### src/rtl/ysyx_22041461_trap_ctrl.sv
// ysyx_22041461_trap_ctrl: trap/return sequencer between execute and the
// machine-mode CSR file. Emits one CSR write per cycle (mepc, mcause,
// [mtval], mstatus), then a one-cycle PC redirect, holding flush throughout.
//
// Optional feature: define YSYX_22041461_TRAP_TVAL_EN to add an mtval write
// after mcause on the trap path (mret path unchanged).
//
// Handshake: a request transfers on a rising edge where req_valid & req_ready
// are both 1; req_ready is high only in IDLE, so upstream must hold the
// request (valid and payload) stable until it sees req_ready.
module ysyx_22041461_trap_ctrl #(
    parameter int XLEN   = 64,
    parameter int CSR_AW = 12
) (
    input  logic              clk,
    input  logic              rst,
    input  logic              req_valid,
    output logic              req_ready,
    input  logic [1:0]        req_type,
    input  logic [XLEN-1:0]   req_pc,
    input  logic [XLEN-1:0]   req_tval,
    input  logic [XLEN-1:0]   csr_mtvec,
    input  logic [XLEN-1:0]   csr_mepc,
    input  logic [XLEN-1:0]   csr_mstatus,
    output logic              csr_we,
    output logic [CSR_AW-1:0] csr_waddr,
    output logic [XLEN-1:0]   csr_wdata,
    output logic              redirect_valid,
    output logic [XLEN-1:0]   redirect_pc,
    output logic              flush,
    output logic              busy,
    output logic [2:0]        dbg_state_o
);

    typedef enum logic [2:0] {
        S_IDLE      = 3'd0,
        S_W_MEPC    = 3'd1,
        S_W_MCAUSE  = 3'd2,
        S_W_MTVAL   = 3'd3,
        S_W_MSTATUS = 3'd4,
        S_REDIRECT  = 3'd5
    } state_e;

    localparam logic [1:0] T_ECALL = 2'b00;
    localparam logic [1:0] T_MRET  = 2'b01;
    localparam logic [1:0] T_ILL   = 2'b10;
    localparam logic [1:0] T_EBRK  = 2'b11;

    localparam logic [CSR_AW-1:0] A_MSTATUS = CSR_AW'(12'h300);
    localparam logic [CSR_AW-1:0] A_MEPC    = CSR_AW'(12'h341);
    localparam logic [CSR_AW-1:0] A_MCAUSE  = CSR_AW'(12'h342);
    localparam logic [CSR_AW-1:0] A_MTVAL   = CSR_AW'(12'h343);

    state_e            state_q, state_d;
    logic [1:0]        type_q;
    logic [XLEN-1:0]   pc_q;
    logic [XLEN-1:0]   tvec_q;
    logic [XLEN-1:0]   epc_q;
    logic [XLEN-1:0]   mstatus_q;
    logic              accept;
    logic [XLEN-1:0]   ms_trap;
    logic [XLEN-1:0]   ms_ret;
    logic [XLEN-1:0]   cause;

`ifdef YSYX_22041461_TRAP_TVAL_EN
    logic [XLEN-1:0]   tval_q;
    logic [XLEN-1:0]   mtval;
    logic              unused_bits;
    assign unused_bits = ^{csr_mtvec[1:0], csr_mepc[1:0]};
`else
    logic              unused_bits;
    assign unused_bits = ^{req_tval, csr_mtvec[1:0], csr_mepc[1:0]};
`endif

    assign accept = (state_q == S_IDLE) && req_valid;

    // State register and accept-time snapshot of request and CSR inputs
    always_ff @(posedge clk) begin
        if (rst) begin
            state_q   <= S_IDLE;
            type_q    <= 2'b00;
            pc_q      <= '0;
            tvec_q    <= '0;
            epc_q     <= '0;
            mstatus_q <= '0;
`ifdef YSYX_22041461_TRAP_TVAL_EN
            tval_q    <= '0;
`endif
        end else begin
            state_q <= state_d;
            if (accept) begin
                type_q    <= req_type;
                pc_q      <= req_pc;
                tvec_q    <= {csr_mtvec[XLEN-1:2], 2'b00};
                epc_q     <= {csr_mepc[XLEN-1:2], 2'b00};
                mstatus_q <= csr_mstatus;
`ifdef YSYX_22041461_TRAP_TVAL_EN
                tval_q    <= req_tval;
`endif
            end
        end
    end

    // Write data derived from the snapshot: new mstatus images and cause code
    always_comb begin
        ms_trap         = mstatus_q;
        ms_trap[7]      = mstatus_q[3];
        ms_trap[3]      = 1'b0;
        ms_trap[12:11]  = 2'b11;
        ms_ret          = mstatus_q;
        ms_ret[3]       = mstatus_q[7];
        ms_ret[7]       = 1'b1;
        ms_ret[12:11]   = 2'b11;
        case (type_q)
            T_ILL:   cause = XLEN'(2);
            T_EBRK:  cause = XLEN'(3);
            default: cause = XLEN'(11);
        endcase
`ifdef YSYX_22041461_TRAP_TVAL_EN
        case (type_q)
            T_ILL:   mtval = tval_q;
            T_EBRK:  mtval = pc_q;
            default: mtval = '0;
        endcase
`endif
    end

    // Next-state logic and Moore outputs; idle values assigned first
    always_comb begin
        state_d        = state_q;
        req_ready      = 1'b0;
        csr_we         = 1'b0;
        csr_waddr      = '0;
        csr_wdata      = '0;
        redirect_valid = 1'b0;
        redirect_pc    = '0;
        flush          = 1'b1;
        case (state_q)
            S_IDLE: begin
                req_ready = 1'b1;
                flush     = 1'b0;
                if (req_valid) begin
                    state_d = (req_type == T_MRET) ? S_W_MSTATUS : S_W_MEPC;
                end
            end
            S_W_MEPC: begin
                csr_we    = 1'b1;
                csr_waddr = A_MEPC;
                csr_wdata = pc_q;
                state_d   = S_W_MCAUSE;
            end
            S_W_MCAUSE: begin
                csr_we    = 1'b1;
                csr_waddr = A_MCAUSE;
                csr_wdata = cause;
`ifdef YSYX_22041461_TRAP_TVAL_EN
                state_d   = S_W_MTVAL;
`else
                state_d   = S_W_MSTATUS;
`endif
            end
`ifdef YSYX_22041461_TRAP_TVAL_EN
            S_W_MTVAL: begin
                csr_we    = 1'b1;
                csr_waddr = A_MTVAL;
                csr_wdata = mtval;
                state_d   = S_W_MSTATUS;
            end
`endif
            S_W_MSTATUS: begin
                csr_we    = 1'b1;
                csr_waddr = A_MSTATUS;
                csr_wdata = (type_q == T_MRET) ? ms_ret : ms_trap;
                state_d   = S_REDIRECT;
            end
            S_REDIRECT: begin
                redirect_valid = 1'b1;
                redirect_pc    = (type_q == T_MRET) ? epc_q : tvec_q;
                state_d        = S_IDLE;
            end
            default: begin
                flush   = 1'b0;
                state_d = S_IDLE;
            end
        endcase
    end

    assign busy        = flush;
    assign dbg_state_o = state_q;

endmodule

### config.mk
export PLATFORM = sky130hd
export DESIGN_NAME = ysyx_22041461_trap_ctrl
export DESIGN_NICKNAME = d
export VERILOG_FILES = /design/src/rtl/ysyx_22041461_trap_ctrl.sv
export SDC_FILE = /design/constraint.sdc
export NUM_CORES = 1
export LEC_CHECK = 0
export BUFFER_PORTS_ARGS = -buffer_cell sky130_fd_sc_hd__clkbuf_2
export CAP_MARGIN = 40
export CORE_ASPECT_RATIO = 2
export CORE_MARGIN = 5
export CORE_UTILIZATION = 35
export DETAILED_ROUTE_END_ITERATION = 8
export PLACE_DENSITY_LB_ADDON = 0.05
export SLEW_MARGIN = 20
export SYNTH_ARGS = -nofsm -noshare
export SYNTH_HDL_FRONTEND = slang
export SYNTH_SLANG_ARGS = --single-unit
### constraint.sdc
create_clock -name clk -period 1.95 [get_ports clk]
set_input_delay 0.39 -clock clk [delete_from_list [all_inputs] [get_ports clk]]
set_output_delay 0.39 -clock clk [all_outputs]
set_load 0.1 [all_outputs]
## Word level (Yosys, flattened, before mapping)

Index checks and enable logic that the tools add are counted.

- Memories kept: 0
- Memory bits (writable): 0
- Latch bits: 0
- Flip-flop bits (word level): 257
- ROM bits: 0
- Output and inout port bits: 148

- Eq/ne operators: 9
- Shift operators: 0
- Bitwise logic cells: 0
- $mul: 0
- $add $sub $neg: 0
- Reduce and logical (&&, ||, !) cells: 4
- Order comparisons: 0
- Muxes and demuxes: 13
- Divide/modulo/power cells: 0

Operator list:

| kind | number |
|---|---|
| $pmux W64 S3 | 1 |
| $mux W64 | 2 |
| $pmux W10 S3 | 1 |
| $pmux W3 S4 | 1 |
| $mux W8 | 1 |
| $pmux W4 S2 | 1 |
| $eq A3 B3 Y1 const B | 2 |
| $mux W3 | 2 |
| $eq A2 B1 Y1 const B | 2 |
| $eq A2 B2 Y1 const B | 2 |
| $mux W1 | 4 |
| $reduce_or A4 Y1 | 1 |
| $eq A3 B1 Y1 const B | 1 |
| $eq A3 B2 Y1 const B | 1 |
| $logic_not A3 Y1 | 1 |
| $reduce_or A3 Y1 | 1 |
| $ne A2 B2 Y1 const B | 1 |
| $logic_and A1 B1 Y1 | 1 |

## Logic depth before layout (Yosys ltp)

- Word-level depth: 4
- Mapped depth: 7
- Depth with buffers taken out: 3

## Worst setup path before layout

No wires, ideal clock.

- Path kind: register to output
- Start point: register state_q[2] (netlist: dbg_state_o[2])
- End point: output flush
- Stages on the path, launching flop included: 6
- Arrival: 5.141 ns
- Path slack: -3.581 ns
- Cells stage by stage: dfxtp_1 buf_2 clkbuf_1 nor3_1 nor2_1 buf_4

- Cells in the longest elaborated chain, start to end: 3
- Elaborated cells between the ends (all ways): 6

RTL lines:

| item | line | RTL |
|---|---|---|
| start, declared | 54 | `state_e state_q, state_d;` |
| start signal, assigned | 90 | `state_q <= state_d;` |
| $eq A3 B3 Y1, or another cell as far along | 138 | `case (state_q)` |
| $reduce_or A4 Y1 (no source line) (*) | n/a |  |
| $mux W1 (*) | 138 |  |
| end, declared | 30 | `output logic flush,` |

Mark *: on every way between the ends. The rest lies on a longest branch, timed or not.

## Worst setup path after layout

- Start point: register state_q[0] (netlist: dbg_state_o[0])
- End point: output redirect_pc[31]

- Cells in the longest elaborated chain, start to end: 2

RTL lines:

| item | line | RTL |
|---|---|---|
| $eq A3 B3 Y1 | 138 |  |
| $mux W64 | 138 |  |
| end, declared | 29 | `output logic [XLEN-1:0] redirect_pc,` |

No other way between the ends.

==> impl_metrics.yaml <==
run_status:
  outcome: "complete, but fails checks"
  violations: "negative setup slack"
synth:
  ys_seq_area_share_pct: 48.50
  synth_top_family_by_area: "simple AND/OR/NAND/NOR gates"
  synth_xor_area_share_pct: 0
  syn_area_mm2: 0.01053
  postSynthAreaPerCell_um2: 7.365
  synthCells: 1429
  yosys_most_used_dff: "dfxtp_1"
  ys_types: 29
  async_reset_ff_share_pct: 0
  synth-simple-area-share_pct: 23.75
  yosys.area_share.adder_pct: 0
  synth-edff-count: 0
  synth_compound_area_share_pct: 20.63
  yosys_warnings: 0
  synth_mux_area_share_pct: 0
  ys_ff_latch: 255
timing:
  tightest_slew_ns: 0.6999
  setup_tns_ns: -48.98
  whs_ns: 0.08588
  fin_skew_ns: 0.006777
  rsz0062_at_grt: "yes"
  finalHoldViolations: 0
  fin_crit_ns: 2.308
  setup_viol: 318
  setup_ws_ns: -0.3580
  slew_violations: 0
  post-route-period-util_pct: 118.4
  relSlewSlack_pct: 53.34
  max_freq_mhz: 433.3
pwr:
  vdd_drop_max_mv: 0.6495
  p_leak_nw: 7.781
  p_per_area_mw_per_mm2: 768.1
  power_mw: 14.85
floorplanning:
  io_pins: 473
  row_count: 90
  die_area_mm2: 0.03385
  coreArea_mm2: 0.02995
  initial_core_util_pct: 35.14
  die_y_um: 255.2
  fp.dieW_um: 132.6
setup_path:
  cp_top_family: "buffers and inverters"
  cp.arrival_ns: 1.92
  end_kind: "output pin"
  slowest_stage: "dfxtp_4"
  cp_common_cell: "buf_12"
  critPathKind: "flip-flop to output pin"
  path_buf_inv: 2
  setup.worst_path.start_class: "flip-flop"
  worstPathCellList: "nor2b_4, nand2_8, buf_12, a21oi_4, buf_12"
  cp.required_ns: 1.56
  crit_fanout: 16
  slowest_delay_ns: 0.39
place:
  finalWeightedCongestion: 0.8272
  dp_cells: 2101
  portBuffers: 393
  place_ws_ns: -0.008383
  post-dp-hpwl_um: 25220
  place_area_mm2: 0.01611
clock_tree:
  ctsHoldBuffers: 0
  clock_latency_ns: 0.52
  cts_num_sinks: 255
  cts_buffer_depth: 3
  cts_max_level: 1
  clk_pin_slew_ns: 0.07
  cts_buffers: 25
  clockRootBuffer: "clkbuf_16"
  cts_tree: "done"
route:
  wl_um: 43060
  drt_iter0_markers: 583
  vias_per_cell: 5.091
  route.vias.total: 11370
  remaining_drc_errors: 0
  dr.pass1.iters: 5
  ant_nets: 0
  wl_per_cell_um: 19.28
final_layout:
  fin_util_pct: 64.55
  drive_gt1_share_pct: 45.99
  syn_to_final_growth_pct: 83.70
  stdcell_count: 2233
  layout.nets: 2168
  fin_area_mm2: 0.01933
global_route:
  grt_max_degree: 149
  globalRoute.totalOverflow: 0
  grt_usage_pct: 21.43
  grt_pass1_vias: 10900
  grt_antenna_before_repair: 7
  grt_first_pass_wirelength_um: 58990
job:
  cap_viol_max_count: 0
min_path:
  hp-class: "primary input to flip-flop"
==> path summary, 6_finish.rpt <==
check | startpoint | end | slack (ns) | cells after the start
setup / recovery | dbg_state_o[0] | redirect_pc[31] | -0.36 | 5
hold / removal | req_pc[63] | pc_q[63] | 0.09 | 3
setup reg to reg | dbg_state_o[2] | epc_q[48] | -0.10 | 10
hold reg to reg | epc_q[33] | epc_q[33] | 0.46 | 2
==> kinds of logic after synthesis <==
family / after synthesis
simple gates: 652
compound gates: 386
flops: 255
buf+inv: 135
other cells: 1
==> timing repair <==
action / CTS / global route
gates resized for setup: 77 / 207
pin swaps: 49 / 64
gates cloned: 15 / 28
setup endpoints to repair: 137 / 191
setup buffers: 22 / 21
==> power by group <==
part           internal, mW  leakage (nW)  switching, mW
clock network          2.74         0.382           2.05
registers              5.62          2.10          0.262
logic                  1.72          5.30           2.47
==> worst min-delay path, delay by kind of cell <==
kind / cells / cell delay, ns
compound gates: 1 / 0.05
buf+inv: 1 / 0.08
simple gates: 1 / 0.05
==> registers in the layout, summed over array words and instances (netlist names) <==
register     flops
mstatus_q       62
epc_q           62
type_q           2
pc_q            64
dbg_state_o      3
tvec_q          62
==> synthesized netlist by cell type, types with 2 or more instances <==
cell	instances	area, um^2
buf_6	20	225.2
a22o_1	58	508.0
inv_1	2	7.510
nand2b_1	5	31.28
clkbuf_1	65	244.0
dfxtp_1	255	5105
a21oi_1	317	1587
buf_2	35	175.2
nor2b_1	3	18.77
nor2_1	2	7.510
o21ai_0	4	20.02
a21o_1	2	15.01
nor3_1	2	10.01
buf_4	12	90.09
nand2_1	633	2376
==> placed cells by master, fill, tap and decap left out, types with 3 or more instances in the layout <==
cell        count
a21oi_1       162
nand2_2        37
a22o_4         58
dfxtp_4         4
buf_6          20
clkbuf_16      46
diode_2         6
clkinv_2        4
nand2_4        30
clkinvlp_4      3
buf_16         23
a21oi_2        92
conb_1          9
nand2_1       565
clkbuf_8        4
nand2b_1        3
clkbuf_1        7
a21oi_4        63
buf_4          24
buf_8           3
clkbuf_2      254
dfxtp_1       250
buf_12        164
==> area by class of cell <==
cell class	instances	area [um^2]
clock inverter	8	95.09
fill	2531	10620
clock buffer	35	693.2
sequential	255	5121
antenna	6	15.01
multi-input combinational	1047	6749
tap	368	460.4
inverter	2	11.26
timing repair buffer	512	6190
==> per-layer routing <==
layer	GRT usage (%)	wire length, um
met5	0	20
met2	35.33	21530
met1	27.63	17220
met4	6.361	1266
met3	5.763	3018
Note: power is estimated with default switching activity, not from simulation.
